<file path="config.mk">
export PLATFORM = sky130hd
export DESIGN_NAME = inv_sqrt_seed
export DESIGN_NICKNAME = d
export VERILOG_FILES = /design/src/rtl/inv_sqrt_seed.sv
export SDC_FILE = /design/constraint.sdc
export NUM_CORES = 1
export LEC_CHECK = 0
export BUFFER_PORTS_ARGS = -buffer_cell sky130_fd_sc_hd__buf_2
export CORE_ASPECT_RATIO = 0.5
export CORE_MARGIN = 5
export CORE_UTILIZATION = 50
export CTS_CLUSTER_SIZE = 28
export DETAILED_ROUTE_END_ITERATION = 8
export PLACE_DENSITY = 0.74
export RECOVER_POWER = 25
export SLEW_MARGIN = 20
export SYNTH_ARGS = -nofsm -noshare
export SYNTH_HDL_FRONTEND = slang
export SYNTH_SLANG_ARGS = --single-unit
</file>
<file path="constraint.sdc">
create_clock -name clk -period 3.71 [get_ports clk]
set_input_delay 0.371 -clock clk [delete_from_list [all_inputs] [get_ports clk]]
set_output_delay 0.371 -clock clk [all_outputs]
set_load 0.01 [all_outputs]
</file>
<file path="src/rtl/inv_sqrt_seed.sv">
// inv_sqrt_seed: 2-stage seed generator for a 1/sqrt(x) Newton-Raphson unit.
// Data format is unsigned Q4.12 (1.0 = 0x1000).
// S1 captures x, its MSB position p and the bit below it (m);
// S2 looks up y0 = round(4096/sqrt(xm)) from a constant table.
// Build option: define INV_SQRT_SEED_MBIT_EN to use the 32-entry {p,m} table
// (xm = 2^(p-12) * 1.25 or 1.75); otherwise a 16-entry table indexed by p
// alone is used (xm = 2^(p-12) * 1.5) and the m register is dropped.
module inv_sqrt_seed (
  input  logic        clk,
  input  logic        rst_n,
  input  logic        in_valid,
  output logic        in_ready,
  input  logic [15:0] in_x,
  output logic        out_valid,
  input  logic        out_ready,
  output logic [15:0] out_x_half,
  output logic [15:0] out_y0,
  output logic        out_zero
);

`ifdef INV_SQRT_SEED_MBIT_EN
  // Seed table indexed by {p, m}; entries above 0xFFFF are saturated.
  function automatic logic [15:0] y0_lut(input logic [3:0] p, input logic m);
    logic [15:0] y;
    y = 16'hFFFF;
    case ({p, m})
      5'b0100_0: y = 16'hE4F9;
      5'b0100_1: y = 16'hC185;
      5'b0101_0: y = 16'hA1E9;
      5'b0101_1: y = 16'h88D6;
      5'b0110_0: y = 16'h727D;
      5'b0110_1: y = 16'h60C2;
      5'b0111_0: y = 16'h50F4;
      5'b0111_1: y = 16'h446B;
      5'b1000_0: y = 16'h393E;
      5'b1000_1: y = 16'h3061;
      5'b1001_0: y = 16'h287A;
      5'b1001_1: y = 16'h2236;
      5'b1010_0: y = 16'h1C9F;
      5'b1010_1: y = 16'h1831;
      5'b1011_0: y = 16'h143D;
      5'b1011_1: y = 16'h111B;
      5'b1100_0: y = 16'h0E50;
      5'b1100_1: y = 16'h0C18;
      5'b1101_0: y = 16'h0A1F;
      5'b1101_1: y = 16'h088D;
      5'b1110_0: y = 16'h0728;
      5'b1110_1: y = 16'h060C;
      5'b1111_0: y = 16'h050F;
      5'b1111_1: y = 16'h0447;
      default:   y = 16'hFFFF;
    endcase
    return y;
  endfunction
`else
  // Seed table indexed by p, midpoint mantissa 1.5; p <= 3 saturates.
  function automatic logic [15:0] y0_lut(input logic [3:0] p);
    logic [15:0] y;
    y = 16'hFFFF;
    case (p)
      4'd4:    y = 16'hD106;
      4'd5:    y = 16'h93CD;
      4'd6:    y = 16'h6883;
      4'd7:    y = 16'h49E7;
      4'd8:    y = 16'h3441;
      4'd9:    y = 16'h24F3;
      4'd10:   y = 16'h1A21;
      4'd11:   y = 16'h127A;
      4'd12:   y = 16'h0D10;
      4'd13:   y = 16'h093D;
      4'd14:   y = 16'h0688;
      4'd15:   y = 16'h049E;
      default: y = 16'hFFFF;
    endcase
    return y;
  endfunction
`endif

  // Stage 1 state
  logic        s1_valid_q, s1_valid_d;
  logic [15:0] s1_x_q, s1_x_d;
  logic [3:0]  s1_p_q, s1_p_d;
`ifdef INV_SQRT_SEED_MBIT_EN
  logic        s1_m_q, s1_m_d;
`endif

  // Stage 2 (output) state
  logic        out_valid_q, out_valid_d;
  logic [15:0] out_x_half_q, out_x_half_d;
  logic [15:0] out_y0_q, out_y0_d;
  logic        out_zero_q, out_zero_d;

  logic        s1_advance;
  logic        in_fire;
  logic [3:0]  msb_pos;
`ifdef INV_SQRT_SEED_MBIT_EN
  logic        msb_next;
`endif

  // Handshake: S2 frees up when empty or draining, S1 when empty or moving on.
  always_comb begin
    s1_advance = !out_valid_q || out_ready;
    in_ready   = !s1_valid_q || s1_advance;
    in_fire    = in_valid && in_ready;
  end

  // Leading-one position of in_x (0 when in_x is 0 or 1) and the bit below it.
  always_comb begin
    msb_pos = '0;
    for (int unsigned i = 0; i < 16; i++) begin
      if (in_x[i]) msb_pos = 4'(i);
    end
`ifdef INV_SQRT_SEED_MBIT_EN
    msb_next = 1'b0;
    if (msb_pos != 4'd0) msb_next = in_x[msb_pos - 4'd1];
`endif
  end

  // S1 next state: reload whenever the slot is free, otherwise hold.
  always_comb begin
    s1_valid_d = s1_valid_q;
    s1_x_d     = s1_x_q;
    s1_p_d     = s1_p_q;
`ifdef INV_SQRT_SEED_MBIT_EN
    s1_m_d     = s1_m_q;
`endif
    if (in_ready) begin
      s1_valid_d = in_valid;
    end
    if (in_fire) begin
      s1_x_d = in_x;
      s1_p_d = msb_pos;
`ifdef INV_SQRT_SEED_MBIT_EN
      s1_m_d = msb_next;
`endif
    end
  end

  // S2 next state: take S1's item when advancing; hold everything under backpressure.
  always_comb begin
    out_valid_d  = out_valid_q;
    out_x_half_d = out_x_half_q;
    out_y0_d     = out_y0_q;
    out_zero_d   = out_zero_q;
    if (s1_advance) begin
      out_valid_d = s1_valid_q;
      if (s1_valid_q) begin
        out_x_half_d = {1'b0, s1_x_q[15:1]};
        out_zero_d   = (s1_x_q == 16'h0000);
`ifdef INV_SQRT_SEED_MBIT_EN
        out_y0_d     = (s1_x_q == 16'h0000) ? 16'hFFFF : y0_lut(s1_p_q, s1_m_q);
`else
        out_y0_d     = (s1_x_q == 16'h0000) ? 16'hFFFF : y0_lut(s1_p_q);
`endif
      end
    end
  end

  // Pipeline registers with asynchronous active-low clear.
  always_ff @(posedge clk or negedge rst_n) begin
    if (!rst_n) begin
      s1_valid_q   <= 1'b0;
      s1_x_q       <= '0;
      s1_p_q       <= '0;
`ifdef INV_SQRT_SEED_MBIT_EN
      s1_m_q       <= 1'b0;
`endif
      out_valid_q  <= 1'b0;
      out_x_half_q <= '0;
      out_y0_q     <= '0;
      out_zero_q   <= 1'b0;
    end else begin
      s1_valid_q   <= s1_valid_d;
      s1_x_q       <= s1_x_d;
      s1_p_q       <= s1_p_d;
`ifdef INV_SQRT_SEED_MBIT_EN
      s1_m_q       <= s1_m_d;
`endif
      out_valid_q  <= out_valid_d;
      out_x_half_q <= out_x_half_d;
      out_y0_q     <= out_y0_d;
      out_zero_q   <= out_zero_d;
    end
  end

  assign out_valid  = out_valid_q;
  assign out_x_half = out_x_half_q;
  assign out_y0     = out_y0_q;
  assign out_zero   = out_zero_q;

endmodule

</file>
==> results of run 1 <==
[registers in the layout, summed over array words and instances (netlist names)]
| register | cells |
|---|---|
| out_y0 | 16 |
| s1_x_q | 16 |
| out_x_half | 15 |
| out_zero | 1 |
| out_valid | 1 |
| s1_p_q | 4 |
| s1_valid_q | 1 |
[cell families (layout without fill, tap and decap cells)]
group                  after synthesis  after routing  share of synthesized area [%]
buffers and inverters               21             68                          5.058
AND/OR/NAND/NOR                    120            120                          21.03
XOR/XNOR                             1              1                         0.3506
AO/OA/AOI/OAI                       48             48                          13.92
other                                1              1                         0.1501
flip-flops                          54             54                          54.08
multiplexers                        12             12                          5.408
[through the flow]
step,cells,setup slack (ns)
2_1_floorplan,257,2.268
3_3_place_gp,366,1.838
3_5_place_dp,366,1.823
4_1_cts,374,1.819
5_1_grt,374,1.689
6_report,374,1.818
[worst max path at each step]
| stage | depth (start not counted) | startpoint | end | slack, ns |
|---|---|---|---|---|
| after global routing | 4 | s1_x_q[5] | out_y0[2] | 1.69 |
| final | 4 | s1_x_q[1] | out_y0[2] | 1.82 |
| after CTS | 4 | s1_x_q[1] | out_y0[2] | 1.82 |
| after detailed placement | 5 | out_ready | out_y0[9] | 1.82 |
| after global placement | 5 | out_ready | out_y0[9] | 1.84 |
| after floorplan | 4 | out_ready | s1_x_q[10] | 2.27 |
[cells in the mapped netlist (2+ instances only)]
cell type | n | share of area [%]
buf_4 | 3 | 0.90
dfrtp_1 | 54 | 54
nor2_1 | 17 | 2.6
nor2b_1 | 3 | 0.75
nand2b_1 | 7 | 1.8
nor4_1 | 4 | 1.0
a2bb2oi_1 | 2 | 0.70
a21oi_2 | 3 | 1.1
nand2_1 | 77 | 12
o21ai_1 | 3 | 0.60
a21oi_1 | 9 | 1.8
and2_1 | 3 | 0.75
o21ai_0 | 12 | 2.4
a2111oi_0 | 2 | 0.70
o22a_1 | 2 | 0.70
o21ai_2 | 5 | 1.8
buf_2 | 10 | 2.0
inv_1 | 5 | 0.75
mux2_2 | 12 | 5.4
a2111oi_2 | 3 | 1.8
[power breakdown]
group | switching [W] | internal (W)
registers | 0.0000668 | 0.000684
logic | 0.000180 | 0.000138
clock network | 0.000185 | 0.000151
total | 0.000431 | 0.000973
[final cells by class]
type	count	share of cell area (%)
clock inverters	1	0.1756
flip-flops and latches	54	47.41
clock buffers	7	3.029
inverters	5	0.6585
well taps	70	3.073
repair buffers	55	9.833
multi-input cells	182	35.82
[routing by layer]
| metal | routed length (µm) | up-vias | share of wire (%) |
|---|---|---|---|
| met2 | 2370 | 50 | 46 |
| met3 | 272 | 4 | 5.3 |
| li1 | - | 956 | - |
| met1 | 2430 | 942 | 48 |
| met4 | 28 | 0 | 0.55 |
| met5 | 0 | - | 0 |
==> impl_metrics.yaml, run 1 <==
sta:
  maxSlewViolCount: 0
  period_needed_ns: 1.892
  relSlewSlack_pct: 36.96
  rsz0062_at_grt: "false"
  fin_setup_tns_ns: 0
  fmax_mhz: 528.6
  worstMarginPinSlew_ns: 0.9456
  clock_skew_ns: 0.006837
  finalHoldViolCount: 0
  whs_ns: 0.1753
  setup_viol: 0
  finalCritPeriodShare_pct: 51.00
floorplan:
  core_um2: 4887
  dieArea_um2: 6597
  std_cell_rows: 18
  initial_utilization_pct: 51.13
  die_w_um: 110.0
  io_pins: 55
  die_y_um: 59.99
synthesis:
  synth_edf_count: 0
  syn_nets: 277
  synthFlopType: "dfrtp_1"
  synth-async-reset-ratio_pct: 100.0
  synth.cell_area_um2: 2499
  synth_cell_type_count: 41
  synthCells: 257
  yosys_register_bits: 54
  syn_avg_cell_area_um2: 9.722
  yosys_warnings: 0
  yosysSeqAreaShare_pct: 54.08
cts:
  cts.sinks: 54
  cts_buffers: 5
  clock-root-buffer: "clkbuf_8"
  clkTransAtPathRegs_ns: 0.09
  cts_setup_buffers: 0
  clockBufferDepth: 2
  cts_hold_buf: 0
  cts_tree: "done"
  htreeDepth: 2
  ctsResizeCount: 0
  clk_latency_ns: 0.30
global_route:
  grt_max_degree: 55
  use_met2_pct: 26.90
  grt_pass1_wl_um: 8776
  grt-ovfl-total: 0
  grt_pass1_vias: 1826
  track_usage_pct: 17.13
  grt_antenna_before_repair: 0
  use_met1_pct: 24.74
  use_met3_pct: 3.236
  busiest_layer: "met2"
worst_setup_path:
  path_cells: "nor4_1 > and4_1 > nor2_1 > a31oi_1"
  arrival_ns: 2.13
  required_ns: 3.94
  r2r_start: "s1_x_q[1]"
  path_class: "flip-flop to flip-flop"
  start_kind: "flip-flop"
  r2r_end: "out_y0[2]"
  critPathBufInv: 0
  reg2reg_depth: 4
  critical_path.max_stage_delay_ns: 0.71
  crit_slowest_cell: "and4_1"
  cp-end-kind: "flip-flop"
  crit_fanout: 15
  r2r_setup_slack_ns: 1.82
  cpLargestDelayFamily: "simple AND/OR/NAND/NOR gates"
drt:
  drc: 0
  wire_per_inst_um: 13.64
  drt_wl_total_um: 5101
  ant_nets: 0
  vias: 1952
  viasPerCell: 5.219
  drt_iter0_drc: 123
  dr.pass1.iters: 5
power_and_ir_drop:
  peakVddDrop_v: 0.0002698
  p_total_w: 0.001405
  p_per_area_nw_per_um2: 492.8
  p_leak_nw: 1.395
placed_design:
  post-dp-hpwl_um: 3652
  placed_area_um2: 2759
  gp_congestion: 0.8220
  io_buffers: 53
layout:
  drive_above_1_share_pct: 29.28
  regArea_um2: 1351
  multi_input_area_um2: 1021
  layout_common_cells: "nand2_1 (77), dfrtp_1 (54), buf_2 (53)"
  fill_cells: 437
  fin_nets: 323
  utilization_pct: 58.32
  syn_to_final_growth_pct: 14.07
  final_common_cell: "nand2_1"
  diodes: 0
  final_area_um2: 2850
status:
  outcome: "completed"
hold_path:
  hold_class: "input port to asynchronous set/reset pin"
flow_run:
  maxCapViolCount: 0
No activity file was read; power rests on OpenSTA's default activity.
==> run 2, diff against run 1 <==
- ABC_AREA: unset -> 1
- CORE_UTILIZATION: 50 -> 48
- PLACE_DENSITY: 0.74 -> 0.75
- clock period: 3.71 -> 1.55 ns (I/O delays scaled with it)
==> impl_metrics.yaml, run 2 <==
status:
  outcome: "completed"
floorplan:
  die_y_um: 59.71
  std_cell_rows: 18
  core_um2: 4865
  die_w_um: 109.4
  dieArea_um2: 6533
  io_pins: 55
  initial_utilization_pct: 48.77
cts:
  clk_latency_ns: 0.30
  ctsResizeCount: 0
  clockBufferDepth: 2
  clock-root-buffer: "clkbuf_8"
  cts_buffers: 5
  cts_setup_buffers: 0
  cts.sinks: 54
  clkTransAtPathRegs_ns: 0.09
  cts_hold_buf: 1
  htreeDepth: 2
  cts_tree: "done"
worst_setup_path:
  start_kind: "flip-flop"
  reg2reg_depth: 6
  crit_slowest_cell: "dfrtp_1"
  crit_fanout: 10
  path_common_cell: "nand2_1"
  path_cells: "nand2_1 > nand2_1 > clkinv_2 > buf_4 > nand2_1 > o311ai_1"
  r2r_setup_slack_ns: 0.20
  path_class: "flip-flop to flip-flop"
  arrival_ns: 1.52
  r2r_end: "out_y0[1]"
  cpLargestDelayFamily: "flip-flops"
  critical_path.max_stage_delay_ns: 0.38
  required_ns: 1.72
  critPathBufInv: 2
  cp-end-kind: "flip-flop"
  r2r_start: "out_valid"
placed_design:
  post-dp-hpwl_um: 3853
  io_buffers: 53
  gp_congestion: 0.8404
  place_inst: 390
synthesis:
  yosys_register_bits: 54
  syn_nets: 293
  synth-async-reset-ratio_pct: 100.0
  syn_avg_cell_area_um2: 8.690
  synth.cell_area_um2: 2372
  synthFlopType: "dfrtp_1"
  synth_area_leader_cell: "dfrtp_1"
  yosysSeqAreaShare_pct: 56.96
  synthCells: 273
  synth_edf_count: 0
  yosys_warnings: 0
  synth_top_area_share_pct: 56.96
  synth_cell_type_count: 29
  synth_commonest_cells: "nand2_1 (70), dfrtp_1 (54), inv_1 (32), o21ai_0 (25), nor2_1 (21)"
  synth_most_common_cell: "nand2_1"
  synth.area.top_cells: "dfrtp_1 (57%), nand2_1 (11%), o21ai_0 (5.3%), inv_1 (5.1%), nor2_1 (3.3%)"
power_and_ir_drop:
  p_seq_share_pct: 49.4
  p_per_area_nw_per_um2: 1366
  pwr-share-clk_pct: 24.9
  p_leak_nw: 1.456
  peakVddDrop_v: 0.0005997
  intPower_w: 0.002620
  switching_share_pct: 31.66
  p_sw_w: 0.001214
  p_comb_share_pct: 25.7
global_route:
  grt-ovfl-total: 0
  grt_antenna_before_repair: 0
  grt_max_degree: 55
  grt_pass1_wl_um: 8970
  track_usage_pct: 17.61
  grt_pass1_vias: 1918
sta:
  rsz0062_at_grt: "false"
  finalHoldViolCount: 0
  worstMarginPinSlew_ns: 0.7234
  setup_viol: 0
  clock_skew_ns: 0.006695
  whs_ns: 0.04983
  fin_setup_tns_ns: 0
  fmax_mhz: 742.6
  maxSlewViolCount: 0
  period_needed_ns: 1.347
  finalCritPeriodShare_pct: 86.88
  relSlewSlack_pct: 51.77
layout:
  drive_above_1_share_pct: 23.48
  diodes: 0
  fin_nets: 348
  layout_common_cells: "nand2_1 (70), dfrtp_1 (54), buf_2 (53)"
  syn_to_final_growth_pct: 18.35
  layout.cells.non_filler: 398
  final_common_cell: "nand2_1"
hold_path:
  worstHoldPathCells: 3
  min_delay_worst_endpoint: "s1_x_q[0]"
  hold_class: "input port to flip-flop"
  holdCritStartpoint: "in_x[0]"
flow_run:
  maxCapViolCount: 0
drt:
  vias: 1950
  drt_wl_total_um: 5164
  dr.pass1.iters: 6
  wire_per_inst_um: 12.97
  viasPerCell: 4.899
  drc: 0
  drt_iter0_drc: 88
  ant_nets: 0
## run 2: area by class of cell
cell class / instances / area [µm²]
well taps: 70 / 87.58
flip-flops and latches: 54 / 1351
multi-input cells: 171 / 803.3
inverters: 37 / 140.1
fillers: 452 / 2057
repair buffers: 59 / 312.8
clock inverters: 1 / 30.03
clock buffers: 6 / 82.58
## run 2: logic make-up after synthesis
family          Yosys count  share of synthesized area [%]
simple gates            108                          18.83
compound gates           62                          14.87
flops                    54                          56.96
buf+inv                  48                          9.177
other cells               1                         0.1581
## run 2: worst max-delay path by stage
stage,end,from,depth (start not counted)
after global placement,out_y0[2],out_valid,6
final,out_y0[1],out_valid,6
after global routing,out_y0[2],out_valid,6
after floorplan,s1_p_q[3],out_valid,6
after detailed placement,out_y0[2],out_valid,6
after CTS,out_y0[2],out_valid,6
## run 2: routing by layer
metal	track usage [%]	vias to the layer above	part of all wire, %
li1	-	982	-
met1	24.02	915	47
met2	29.66	49	48
met3	3.452	4	4.2
met4	3.908	0	0.79
met5	0	-	0
## run 2: worst register-to-register path, cell delays in order, from the launching register on
cell	delay (ns)
dfrtp_1	0.38
nand2_1	0.08
nand2_1	0.20
clkinv_2	0.17
buf_4	0.20
nand2_1	0.09
o311ai_1	0.10
## run 2: power groups by stage
stage	Combinational (W)	Sequential (W)	Clock, W
floorplan	0.000490	0.00201	0
global placement	0.000974	0.00191	0
detailed placement	0.00100	0.00192	0
CTS	0.00101	0.00190	0.000971
global route	0.00113	0.00194	0.00104
finish	0.000985	0.00189	0.000956
## run 2: stage by stage
stage	power (W)	worst slack [ns]	utilization, %	instance area (µm²)
3_5_place_dp	0.002921	0.1918	55.45	2698
4_1_cts	0.003879	0.1727	57.97	2820
3_3_place_gp	0.002882	0.2550	55.45	2698
2_1_floorplan	0.002502	0.3722	-	2372
6_report	0.003834	0.2034	57.72	2808
5_1_grt	0.004099	0.05157	57.72	2808
==> run 3, diff against run 2 <==
- CORE_UTILIZATION: 48 -> 40
- GPL_ROUTABILITY_DRIVEN: unset -> 0
- PLACE_DENSITY: 0.75 -> unset
- clock period: 1.55 -> 1.74 ns (I/O delays scaled with it)
==> impl_metrics.yaml, run 3 (synthesized netlist as in run 2, its figures left out) <==
cts:
  cts.sinks: 54
  cts_buffers: 5
  clock-root-buffer: "clkbuf_16"
  clockBufferDepth: 2
  clk_latency_ns: 0.29
  htreeDepth: 2
  ctsResizeCount: 0
  cts_setup_buffers: 0
  cts_tree: "done"
  clkTransAtPathRegs_ns: 0.07
status:
  outcome: "completed"
placed_design:
  post-dp-hpwl_um: 3976
  io_buffers: 53
global_route:
  track_usage_pct: 14.87
  use_met2_pct: 23.60
  grt_pass1_vias: 1959
  use_met1_pct: 20.11
  grt_max_degree: 55
  busiest_layer: "met2"
  use_met3_pct: 3.823
  grt-ovfl-total: 0
  grt_pass1_wl_um: 9239
  grt_antenna_before_repair: 0
layout:
  drive_above_1_share_pct: 23.48
  fill_cells: 532
  final_common_cell: "nand2_1"
  diodes: 0
  utilization_pct: 51.52
  layout_common_cells: "nand2_1 (70), dfrtp_1 (54), buf_2 (53)"
  fin_nets: 347
  syn_to_final_growth_pct: 21.84
worst_setup_path:
  start_kind: "flip-flop"
  required_ns: 1.95
  path_class: "flip-flop to flip-flop"
  arrival_ns: 1.63
  cp-end-kind: "flip-flop"
  crit_fanout: 17
sta:
  fin_setup_tns_ns: 0
  setup_viol: 0
  finalHoldViolCount: 0
  fmax_mhz: 703.2
  clock_skew_ns: 0.007027
  maxSlewViolCount: 0
  rsz0062_at_grt: "false"
  period_needed_ns: 1.422
  finalCritPeriodShare_pct: 81.72
  relSlewSlack_pct: 50.90
  whs_ns: 0.06973
  worstMarginPinSlew_ns: 0.7365
power_and_ir_drop:
  p_per_area_nw_per_um2: 1339
  peakVddDrop_v: 0.0005338
  switching_share_pct: 29.35
  p_comb_share_pct: 22.6
  p_seq_share_pct: 43.5
  p_leak_nw: 1.491
  intPower_w: 0.002734
  p_sw_w: 0.001136
  pwr-share-clk_pct: 33.9
floorplan:
  die_w_um: 118.9
  initial_utilization_pct: 42.28
  core_um2: 5610
  dieArea_um2: 7664
  io_pins: 55
  die_y_um: 64.46
  std_cell_rows: 19
drt:
  drc: 0
  drt_wl_total_um: 5342
  ant_nets: 0
  wire_per_inst_um: 13.32
  drt_iter0_drc: 68
  dr.pass1.iters: 4
  viasPerCell: 4.830
  vias: 1937
flow_run:
  maxCapViolCount: 0
hold_path:
  hold_class: "input port to flip-flop"
[run 3: cell count changes in the layout (fill, tap and decap cells not counted), sizes merged]
cell and change:
buf -1, bufinv +1
[run 3: critical path: stages (launching register included)]
cell and delay (ns):
dfrtp_1 0.38, nand2_1 0.08, nand2_1 0.19, clkinv_2 0.26, nand2_2 0.19, inv_2 0.09, a31oi_1 0.15
[run 3: layer usage]
metal	vias to the layer above	part of all wire [%]
li1	987	-
met1	903	49
met2	39	46
met3	8	4.4
met4	0	1.2
met5	-	0
[run 3: timing repair]
item	in CTS	in global routing
hold buffers	1	0
endpoints found under the hold margin	54	0
setup endpoints to repair	0	0
[run 3: through the flow]
| stage | total power (W) | setup slack, ns | cell area [µm²] | std cells |
|---|---|---|---|---|
| 6_report | 0.003870 | 0.3180 | 2890 | 401 |
| 5_1_grt | 0.004115 | 0.1576 | 2890 | 401 |
| 4_1_cts | 0.003927 | 0.3032 | 2903 | 401 |
| 3_5_place_dp | 0.002605 | 0.3246 | 2694 | 392 |
| 3_3_place_gp | 0.002577 | 0.3780 | 2694 | 392 |
| 2_1_floorplan | 0.002229 | 0.5622 | 2372 | 273 |
[run 3: worst paths after layout]
kind / slack, ns / end / start / depth (start not counted)
worst min register to register: 0.48 / out_y0[14] / out_y0[14] / 2
min in group asynchronous: 0.60 / out_x_half[6] / rst_n / 3
worst max register to register: 0.32 / out_y0[9] / out_valid / 6
worst min-delay path: 0.07 / s1_x_q[0] / in_x[0] / 3
worst max-delay path: 0.32 / out_y0[9] / out_valid / 6
max in group asynchronous: 0.67 / out_y0[5] / rst_n / 3
[run 3: power by group through the flow]
stage | combinational [W] | sequential [W] | clock, W
floorplan | 0.000436 | 0.00179 | 0
global placement | 0.000876 | 0.00170 | 0
detailed placement | 0.000893 | 0.00171 | 0
CTS | 0.000896 | 0.00169 | 0.00134
global route | 0.000995 | 0.00173 | 0.00139
finish | 0.000873 | 0.00168 | 0.00131
[run 3: layout make-up]
type	instances	area, µm²	area share [%]
Timing Repair Buffer	58	305.3	10.56
Inverter	37	140.1	4.848
Clock buffer	6	138.9	4.805
Multi-Input combinational cell	171	803.3	27.79
Sequential cell	54	1351	46.75
Tap cell	73	91.34	3.160
Clock inverter	2	60.06	2.078
